===== config.mk =====
export PLATFORM = sky130hd
export DESIGN_NAME = intake_sequencer
export DESIGN_NICKNAME = d
export VERILOG_FILES = /design/src/rtl/intake_pkg.sv /design/src/rtl/intake_sequencer_scan_timer.sv /design/src/rtl/intake_sequencer.sv
export SDC_FILE = /design/constraint.sdc
export NUM_CORES = 1
export LEC_CHECK = 0
export BUFFER_PORTS_ARGS = -buffer_cell sky130_fd_sc_hd__buf_2
export CAP_MARGIN = 30
export CORE_MARGIN = 8
export CORE_UTILIZATION = 45
export DETAILED_ROUTE_END_ITERATION = 16
export PLACE_DENSITY = 0.58
export SYNTH_ARGS = -nofsm -noshare
export SYNTH_HDL_FRONTEND = slang
export SYNTH_SLANG_ARGS = --single-unit

===== constraint.sdc =====
create_clock -name clock -period 11.3 [get_ports clock]
set_clock_uncertainty 0.2 [all_clocks]
set_input_delay 2.26 -clock clock [delete_from_list [all_inputs] [get_ports clock]]
set_output_delay 2.26 -clock clock [all_outputs]
set_load 0.02 [all_outputs]

===== src/rtl/intake_pkg.sv =====
// Shared types and constants for the front-panel intake sequencer.
package intake_pkg;

  localparam int MAX_PAIRS  = 4;
  localparam int SLOT_IDX_W = 2;

  typedef enum logic [2:0] {
    IDLE     = 3'd0,
    CAP_A    = 3'd1,
    CAP_B    = 3'd2,
    CAP_C    = 3'd3,
    CAP_D    = 3'd4,
    PLAYBACK = 3'd5
  } state_t;

  // One stored entry: X nibble in the upper half, Y nibble in the lower half.
  typedef logic [7:0] slot_t;

  // (0,0) is the end-of-entry / clear marker.
  function automatic logic is_zero_pair(input logic [3:0] px, input logic [3:0] py);
    return (px == 4'd0) && (py == 4'd0);
  endfunction

  // Advance the playback index, wrapping over the stored slots only.
  function automatic logic [SLOT_IDX_W-1:0] next_scan_idx(
    input logic [SLOT_IDX_W-1:0] idx,
    input logic [2:0]            count
  );
    logic [2:0] last;
    last = count - 3'd1;
    if ({1'b0, idx} == last) begin
      return 2'd0;
    end else begin
      return idx + 2'd1;
    end
  endfunction

endpackage


===== src/rtl/intake_sequencer_scan_timer.sv =====
// Modulo-DIV counter; tick is high for the single clock the count sits at DIV-1.
module scan_timer #(
  parameter int DIV = 50_000_000
) (
  input  logic clock,
  input  logic reset,
  input  logic clear,
  input  logic enable,
  output logic tick
);

  localparam int CW = (DIV > 1) ? $clog2(DIV) : 1;
  localparam logic [CW-1:0] TERM = CW'(DIV - 1);

  logic [CW-1:0] count_r;

  assign tick = enable && !clear && (count_r == TERM);

  // Count while enabled, wrap at the terminal count, clear on request.
  always_ff @(posedge clock or posedge reset) begin
    if (reset) begin
      count_r <= '0;
    end else if (clear) begin
      count_r <= '0;
    end else if (enable) begin
      count_r <= tick ? '0 : count_r + {{(CW-1){1'b0}}, 1'b1};
    end else begin
      count_r <= count_r;
    end
  end

endmodule


===== src/rtl/intake_sequencer.sv =====
// Front-panel intake: captures up to four (X,Y) pairs on enter presses,
// then cycles through them for the hex displays until cleared by (0,0).
module intake_sequencer
  import intake_pkg::*;
#(
  parameter int SCAN_DIV = 50_000_000
) (
  input  logic       clock,
  input  logic       reset,
  input  logic [3:0] x,
  input  logic [3:0] y,
  input  logic       enter,
  output logic [2:0] state,
  output logic [2:0] pair_count,
  output logic       done,
  output logic [1:0] view_idx,
  output logic [3:0] view_x,
  output logic [3:0] view_y
);

  state_t                  state_r, state_nx_s;
  logic                    enter_q_r;
  logic [2:0]              pair_count_r, pair_count_nx_s;
  slot_t                   slots_r    [MAX_PAIRS];
  slot_t                   slots_nx_s [MAX_PAIRS];
  logic [SLOT_IDX_W-1:0]   view_idx_r, view_idx_nx_s;
  logic [3:0]              view_x_r, view_y_r;
  logic                    done_r;
  logic                    accept_s;
  logic                    zero_s;
  logic                    tick_s;
  logic                    scan_clear_s;
  logic [2:0]              cap_off_s;
  logic [SLOT_IDX_W-1:0]   cap_idx_s;
  logic [2:0]              last_s;

  assign accept_s     = enter && !enter_q_r;
  assign zero_s       = is_zero_pair(x, y);
  assign cap_off_s    = state_r - CAP_A;
  assign cap_idx_s    = cap_off_s[1:0];
  assign last_s       = pair_count_nx_s - 3'd1;
  // Hold the timer at zero outside playback and whenever playback is left.
  assign scan_clear_s = (state_r != PLAYBACK) || (state_nx_s != PLAYBACK);

  scan_timer #(.DIV(SCAN_DIV)) u_scan_timer (
    .clock  (clock),
    .reset  (reset),
    .clear  (scan_clear_s),
    .enable (state_r == PLAYBACK),
    .tick   (tick_s)
  );

  // Next state, slot store, pair count and presented index.
  always_comb begin
    state_nx_s      = state_r;
    pair_count_nx_s = pair_count_r;
    slots_nx_s      = slots_r;
    view_idx_nx_s   = view_idx_r;
    case (state_r)
      IDLE: begin
        state_nx_s = CAP_A;
      end
      CAP_A, CAP_B, CAP_C, CAP_D: begin
        if (accept_s) begin
          if (zero_s) begin
            // An empty entry is ignored; otherwise (0,0) closes the entry.
            if (pair_count_r == 3'd0) begin
              state_nx_s = state_r;
            end else begin
              state_nx_s = PLAYBACK;
            end
          end else begin
            slots_nx_s[cap_idx_s] = {x, y};
            if (pair_count_r == 3'd4) begin
              pair_count_nx_s = pair_count_r;
            end else begin
              pair_count_nx_s = pair_count_r + 3'd1;
            end
            if (state_r == CAP_D) begin
              state_nx_s = PLAYBACK;
            end else begin
              state_nx_s = state_t'(state_r + 3'd1);
            end
          end
        end else begin
          state_nx_s = state_r;
        end
      end
      PLAYBACK: begin
        if (accept_s && zero_s) begin
          for (int i = 0; i < MAX_PAIRS; i++) begin
            slots_nx_s[i] = 8'd0;
          end
          pair_count_nx_s = 3'd0;
          state_nx_s      = CAP_A;
        end else begin
          state_nx_s = PLAYBACK;
        end
      end
      default: begin
        state_nx_s = IDLE;
      end
    endcase

    if (state_nx_s == PLAYBACK) begin
      if (state_r != PLAYBACK) begin
        view_idx_nx_s = 2'd0;
      end else if (tick_s) begin
        view_idx_nx_s = next_scan_idx(view_idx_r, pair_count_r);
      end else begin
        view_idx_nx_s = view_idx_r;
      end
    end else begin
      // Live echo of the most recently written slot.
      if (pair_count_nx_s == 3'd0) begin
        view_idx_nx_s = 2'd0;
      end else begin
        view_idx_nx_s = last_s[1:0];
      end
    end
  end

  // State, store and registered display outputs.
  always_ff @(posedge clock or posedge reset) begin
    if (reset) begin
      state_r      <= IDLE;
      enter_q_r    <= 1'b0;
      pair_count_r <= 3'd0;
      view_idx_r   <= 2'd0;
      view_x_r     <= 4'd0;
      view_y_r     <= 4'd0;
      done_r       <= 1'b0;
      for (int i = 0; i < MAX_PAIRS; i++) begin
        slots_r[i] <= 8'd0;
      end
    end else begin
      state_r      <= state_nx_s;
      enter_q_r    <= enter;
      pair_count_r <= pair_count_nx_s;
      view_idx_r   <= view_idx_nx_s;
      view_x_r     <= slots_nx_s[view_idx_nx_s][7:4];
      view_y_r     <= slots_nx_s[view_idx_nx_s][3:0];
      done_r       <= (state_nx_s == PLAYBACK);
      for (int i = 0; i < MAX_PAIRS; i++) begin
        slots_r[i] <= slots_nx_s[i];
      end
    end
  end

  assign state      = state_r;
  assign pair_count = pair_count_r;
  assign done       = done_r;
  assign view_idx   = view_idx_r;
  assign view_x     = view_x_r;
  assign view_y     = view_y_r;

endmodule


# Word-level counts from Yosys, hierarchy flattened
# Index checks and enable logic that the tools add are counted.
# W data, S select, Z words.
[word_totals] register_bits=76 output_inout_bits=17 word_cells=80 inputBits=11
[op_classes] add_sub_neg=7 bitwise_logic=2 n_mux=29 n_eq_ne=11 n_lt_le_gt_ge=3 reduce_logical=16
[op_table] operator="$mux W32" count=3
[op_table] operator="$mux W26" count=3
[op_table] operator="$pmux W32 S2" count=1
[op_table] operator="$bwmux W32" count=1
[op_table] operator="$mux W3" count=9
[op_table] operator="$add A26 B1 Y26 const B" count=1
[op_table] operator="$eq A26 B26 Y1 const B" count=1
[op_table] operator="$mux W8" count=3
[op_table] operator="$bmux W8 S2" count=1
[op_table] operator="$demux W8 S2" count=1
[op_table] operator="$eq A3 B3 Y1 const B" count=4
[op_table] operator="$mux W2" count=5
[op_table] operator="$logic_not A3 Y1" count=3
[op_table] operator="$pmux W3 S3" count=1
[op_table] operator="$logic_not A4 Y1" count=2
[op_table] operator="$add A3 B1 Y3 const B" count=2
[op_table] operator="$eq A3 B2 Y1 const B" count=2
[op_table] operator="$ge A3 B3 Y1 const B" count=2
[op_table] operator="$logic_and A1 B1 Y1" count=6
[op_table] operator="$ne A3 B3 Y1 const B" count=2
[op_table] operator="$not A2 Y3" count=2
[op_table] operator="$pmux W3 S2" count=1
[op_table] operator="$reduce_or A4 Y1" count=1
[op_table] operator="$sub A2 B1 Y2 const B" count=2
[op_table] operator="8 further kinds" count=9

# Depth between registers and ports, before layout
[depth] ltp_word=17 mapped_depth=18 ltp_nobuf=15

# Modules after synthesis
# From an unflattened synthesis, not the netlist that was laid out.
[hier_totals] cells_unflattened=444 hier_area_um2=4352.9
[by_module_without_submodules] mod="intake_sequencer" area_each_um2=2683.8 n_inst=1 seq_area_each_um2=1251.2 cells_each=249
[by_module_without_submodules] mod="scan_timer" area_each_um2=1669.1 n_inst=1 seq_area_each_um2=650.6 cells_each=195

# Worst setup path before layout
# OpenSTA, ideal clock, no wires.
[synth_timing] kind="input -> register" startpoint="input y[0]" endpoint="register view_x_r[0], in the netlist view_x[0]" path_stages=13 path_buffers=1 t_arrival_ps=4634 path_slack_ps=6335 path_cell_list="or4_4 nor3_1 a21o_1 o21ai_0 a32oi_1 ha_1 inv_1 a41oi_1 a2bb2oi_2 nand3b_1 clkbuf_1 and3b_1 o32ai_2"
[synth_between] elab_chain_cells=17
[synth_lines] item="start, declared" line_no="intake_sequencer.sv:11" rtl="input logic [3:0] y,"
[synth_lines] item="$logic_not A4 Y1 (*)" line_no="intake_pkg.sv:21" rtl="return (px == 4'd0) && (py == 4'd0);"
[synth_lines] item="$logic_and A1 B1 Y1 (*)" line_no="intake_pkg.sv:21"
[synth_lines] item="$mux W3 or $logic_and A1 B1 Y1 (tied branches)" line_no="intake_sequencer.sv:65, intake_sequencer.sv:90"
[synth_lines] item="$mux W3, on equally long branches" line_no="intake_sequencer.sv:64, intake_sequencer.sv:90"
[synth_lines] item="$pmux W3 S3" line_no="intake_sequencer.sv:59" rtl="case (state_r)"
[synth_lines] item="$ne A3 B3 Y1" line_no="intake_sequencer.sv:43" rtl="assign scan_clear_s = (state_r != PLAYBACK) || (state_nx_s != PLAYBACK);"
[synth_lines] item="$logic_or A1 B1 Y1" line_no="intake_sequencer.sv:43"
[synth_lines] item="$logic_not A1 Y1" line_no="intake_sequencer_scan_timer.sv:17" rtl="assign tick = enable && !clear && (count_r == TERM);"
[synth_lines] item="$logic_and A1 B1 Y1 (2 in a row)" line_no="intake_sequencer_scan_timer.sv:17"
[synth_lines] item="$mux W2" line_no="intake_sequencer.sv:108" rtl="end else if (tick_s) begin"
[synth_lines] item="$mux W2" line_no="intake_sequencer.sv:106" rtl="if (state_r != PLAYBACK) begin"
[synth_lines] item="$mux W2" line_no="intake_sequencer.sv:105" rtl="if (state_nx_s == PLAYBACK) begin"
[synth_lines] item="$not A2 Y3 (implied by the code)" line_no="intake_sequencer.sv:141" rtl="view_x_r <= slots_nx_s[view_idx_nx_s][7:4];"
[synth_lines] item="$bmux W8 S2 (*)" line_no="intake_sequencer.sv:141"
[synth_lines] item="$mux W8 (*) (2 in a row)"
[synth_lines] item="end signal, assigned" line_no="intake_sequencer.sv:141"
[synth_lines] item="end, declared" line_no="intake_sequencer.sv:27" rtl="logic [3:0] view_x_r, view_y_r;"
# Mark *: on every way between the ends. The rest lies on a longest branch, timed or not. The select of a mux whose other input is x is not followed.
# A chain may end at the register's enable or synchronous reset.

# Worst setup path after layout
[layout_timing] startpoint="input x[0]" endpoint="register view_y_r[1], in the netlist view_y[1]"
[layout_between] elab_chain_cells=17
[layout_lines] item="start, declared" line_no="intake_sequencer.sv:10" rtl="input logic [3:0] x,"
[layout_lines] item="$logic_not A4 Y1 (*)" line_no="intake_pkg.sv:21"
[layout_lines] item="$logic_and A1 B1 Y1 (*)" line_no="intake_pkg.sv:21"
[layout_lines] item="$mux W3 or $logic_and A1 B1 Y1 (tied branches)" line_no="intake_sequencer.sv:65, intake_sequencer.sv:90"
[layout_lines] item="$mux W3, on equally long branches" line_no="intake_sequencer.sv:64, intake_sequencer.sv:90"
[layout_lines] item="$pmux W3 S3" line_no="intake_sequencer.sv:59"
[layout_lines] item="$ne A3 B3 Y1" line_no="intake_sequencer.sv:43"
[layout_lines] item="$logic_or A1 B1 Y1" line_no="intake_sequencer.sv:43"
[layout_lines] item="$logic_not A1 Y1" line_no="intake_sequencer_scan_timer.sv:17"
[layout_lines] item="$logic_and A1 B1 Y1 (2 in a row)" line_no="intake_sequencer_scan_timer.sv:17"
[layout_lines] item="$mux W2" line_no="intake_sequencer.sv:108"
[layout_lines] item="$mux W2" line_no="intake_sequencer.sv:106"
[layout_lines] item="$mux W2" line_no="intake_sequencer.sv:105"
[layout_lines] item="$not A2 Y3 (implied by the code)" line_no="intake_sequencer.sv:142" rtl="view_y_r <= slots_nx_s[view_idx_nx_s][3:0];"
[layout_lines] item="$bmux W8 S2 (*)" line_no="intake_sequencer.sv:142"
[layout_lines] item="$mux W8 (implied by the code) (*) (2 in a row)" line_no="intake_sequencer.sv:142"
[layout_lines] item="end signal, assigned" line_no="intake_sequencer.sv:142"
[layout_lines] item="end, declared" line_no="intake_sequencer.sv:27"
# Marked as above.

==> key figures <==
Drt
  – Detailed-route DRC error count: 0
  – Routed WL: ~9.5 mm
  – Routed vias: 3006
  – DR vias/cell: 5.81
  – Final ANT Viol Nets: 0
  – Detailed Routing Iterations Pass 1: 4
  – Iteration-0 DRC count of the detailed router: 201
  – Routed WL per cell: 18.4 µm

Global route
  – Global Route Usage Sum: 0.159
  – GRT overflow: 0
  – Vias in the first global route: slightly above 3000
  – Largest net degree at the start of global routing: 58
  – Initial antenna violation count: 0
  – Global-route wire length before repair: 16.2 mm

Clock network
  – Postcts setup bufs: 0
  – Clock slew at reported path FFs: 0.08 ns
  – CTS sink count: between 70 and 80
  – Post-cts sizing count: 0
  – CTS tree: built
  – Hold buffer count at cts: 0
  – CTS Buf Count: 9
  – Clk root buf: clkbuf_8
  – H-tree depth: 3
  – Clk_lat worst skew: 0.34 ns
  – CTS max path bufs: 2

Synthesis
  – Largest area contributor in the netlist: dfrtp_1
  – Mean Syn Cell Area: 10.5 µm²
  – Distinct cells, synth: 61
  – Synthesis Warnings: 0
  – XOR/XNOR Fraction of Synth Area: 0.0589
  – Post-synth EDFFs: 0
  – Syn Inst Count: 381
  – Synth async-reset ratio: 1.00
  – Mapped cell area: approximately 4000 µm²
  – Post-synthesis sequential area ratio: 0.473
  – Compound-gate portion of the synthesized area: 0.202
  – Synth Area in Simple Gates: 0.187
  – Yosys top cell area share: 0.473
  – Net Count, Synth: 403
  – Area share of fa/ha/maj cells after synthesis: 0.0343
  – Post-synthesis mux area share: 0
  – Most used DFF post-synth: dfrtp_1
  – Top cells by area, synth: dfrtp_1 (47%), a22o_1 (5.2%), nor2_1 (3.5%), ha_1 (3.4%), xor2_1 (3.3%)
  – Seq cells post-synth: 76
  – Main combinational cell family by area after synthesis: compound AO/OA/AOI/OAI gates

Setup path
  – Critical-path top delay cell: or4_4
  – Worst setup EP type: register
  – Worst EP arrival: 5.26 ns
  – Data required time at the worst endpoint: 11.35 ns
  – Worst R2R Start: state[2]
  – Worst Setup SP: x[0]
  – Critical-path cell list: buf_2, or4_4, nor3_1, a21o_1, o21ai_0, a32oi_1, ha_1, inv_1, a41oi_1, a2bb2oi_2, nand3b_1, buf_8, a21oi_1, o32ai_1
  – Critical path peak fanout: 29
  – Kind of start point of the critical path: primary input
  – Crit-path max cell delay: 0.60 ns
  – Buf+Inv Stages, Crit Path: 3
  – Worst reg2reg setup slack: 7.33 ns
  – Critical path class: in2reg
  – Largest delay contributor family on the critical path: compound AO/OA/AOI/OAI gates

Floorplanning
  – Cell Rows: 34
  – Initial Util: 0.463
  – Core footprint: just under 9000 µm²
  – I/O pin count: 28
  – Die area: 12200 µm²
  – Die Ht: 110 µm
  – DIE WIDTH: 110 µm

STA
  – Worst relative slew slack: 0.398
  – Count of final setup violators: 0
  – Post-route setup slack: approximately 6.1 ns
  – Fin crit share: 0.462
  – RSZ-0062 raised after global routing: false
  – Fmax: 0.192 GHz
  – Hold Fails Final Rpt: 0
  – Setup_tns: 0 ns
  – Slew @ Worst Pin: 0.902 ns
  – Min Tclk post-route: roughly 5.2 ns
  – Max-slew violation count: 0

Placed design
  – Post-DP HPWL: approximately 6.4 mm
  – Worst slack, placed: 5.75 ns
  – Routability cong.: about 0.84
  – I/O Buffers: 27

Power and ir drop
  – Worst IR Drop VDD: between 0.0001 and 0.00015 V
  – Power Density: 303 nW/µm²
  – Leakage: slightly above 2 nW

Final layout
  – Diodes inserted: 0
  – Area Growth Syn to Fin: 10.0%
  – Final #Nets: 427
  – Share of layout cells above drive strength 1: 0.169

Run status
  – Status: finished, final reports clean

Hold path
  – Hold Path Class: reg2reg
  – Hold path startpoint: slots_r[19]

Job
  – Max Cap Viol: 0
-- synth_stat cells (9+ instances only) --
cell / n
xor2_1: 15
xnor2_1: 12
nand2_1: 24
and3b_1: 9
a22o_1: 24
dfrtp_1: 76
inv_1: 21
ha_1: 11
nor2_1: 37
a21oi_1: 22
clkbuf_1: 9
-- through the flow --
step	total power, W	utilization	std cells	instance area [µm²]	hold WS [ns]
2_1_floorplan	0.000980	-	381	4020	0.251
3_3_place_gp	0.00112	0.485	500	4210	0.273
3_5_place_dp	0.00115	0.490	502	4250	0.267
4_1_cts	0.00135	0.509	517	4420	0.289
5_1_grt	0.00145	0.509	517	4420	0.307
6_report	0.00134	0.509	517	4420	0.282
-- layer usage --
layer | up-vias | global-route usage | routed length [µm]
met3 | 8 | 0.0260 | 256
met4 | 0 | 0.0495 | 105
met2 | 50 | 0.237 | 4280
met1 | 1510 | 0.227 | 4890
met5 | - | 0 | 0
li1 | 1438 | - | -
-- where the power goes --
group,internal (W),switching [W],total (W)
Clock,0.0000902,0.0000970,0.000187
Sequential,0.000342,0.0000412,0.000383
Combinational,0.000316,0.000453,0.000769
-- worst min-delay path, cell delays in order, from the launching register on --
cell and delay (ns):
dfrtp_1 0.32, a22oi_1 0.07, inv_1 0.06
-- layout by cell type (no fill, tap or decap), types with 9 or more instances in the layout --
cell type	n
nand2_1	24
dfrtp_1	76
and3b_1	9
buf_2	27
xor2_1	15
xnor2_1	12
a21oi_1	22
a22o_1	24
clkbuf_8	11
ha_1	11
inv_1	20
nor2_1	37
-- registers in the layout, summed over array words and instances (netlist names) --
signal / flops
done: 1
view_idx: 2
enter_q_r: 1
pair_count: 3
slots_r: 32
view_x: 4
u_scan_timer.count_r: 26
view_y: 4
state: 3
-- logic make-up after synthesis --
| logic type | after synthesis |
|---|---|
| simple gates | 132 |
| compound gates | 95 |
| flops | 76 |
| buf+inv | 40 |
| xor+xnor | 27 |
| fa+ha+maj | 11 |
-- path summary, 6_finish.rpt --
| kind | to | cells past startpoint |
|---|---|---|
| worst min-delay path | slots_r[19] | 2 |
| worst max-delay path | view_y[1] | 14 |
| worst max register to register | view_y[1] | 15 |
| min in group asynchronous | u_scan_timer.count_r[22] | 3 |
| worst min register to register | slots_r[19] | 2 |
| max in group asynchronous | pair_count[2] | 4 |
-- area by class of cell --
type                    count  area (µm²)
flip-flops and latches     76        1900
repair buffers             31         193
fillers                   838        4260
well taps                 108         135
inverters                  22        83.8
multi-input cells         265        1940
clock inverters             2        10.0
clock buffers              13         159
No activity file was read; power rests on OpenSTA's default activity.
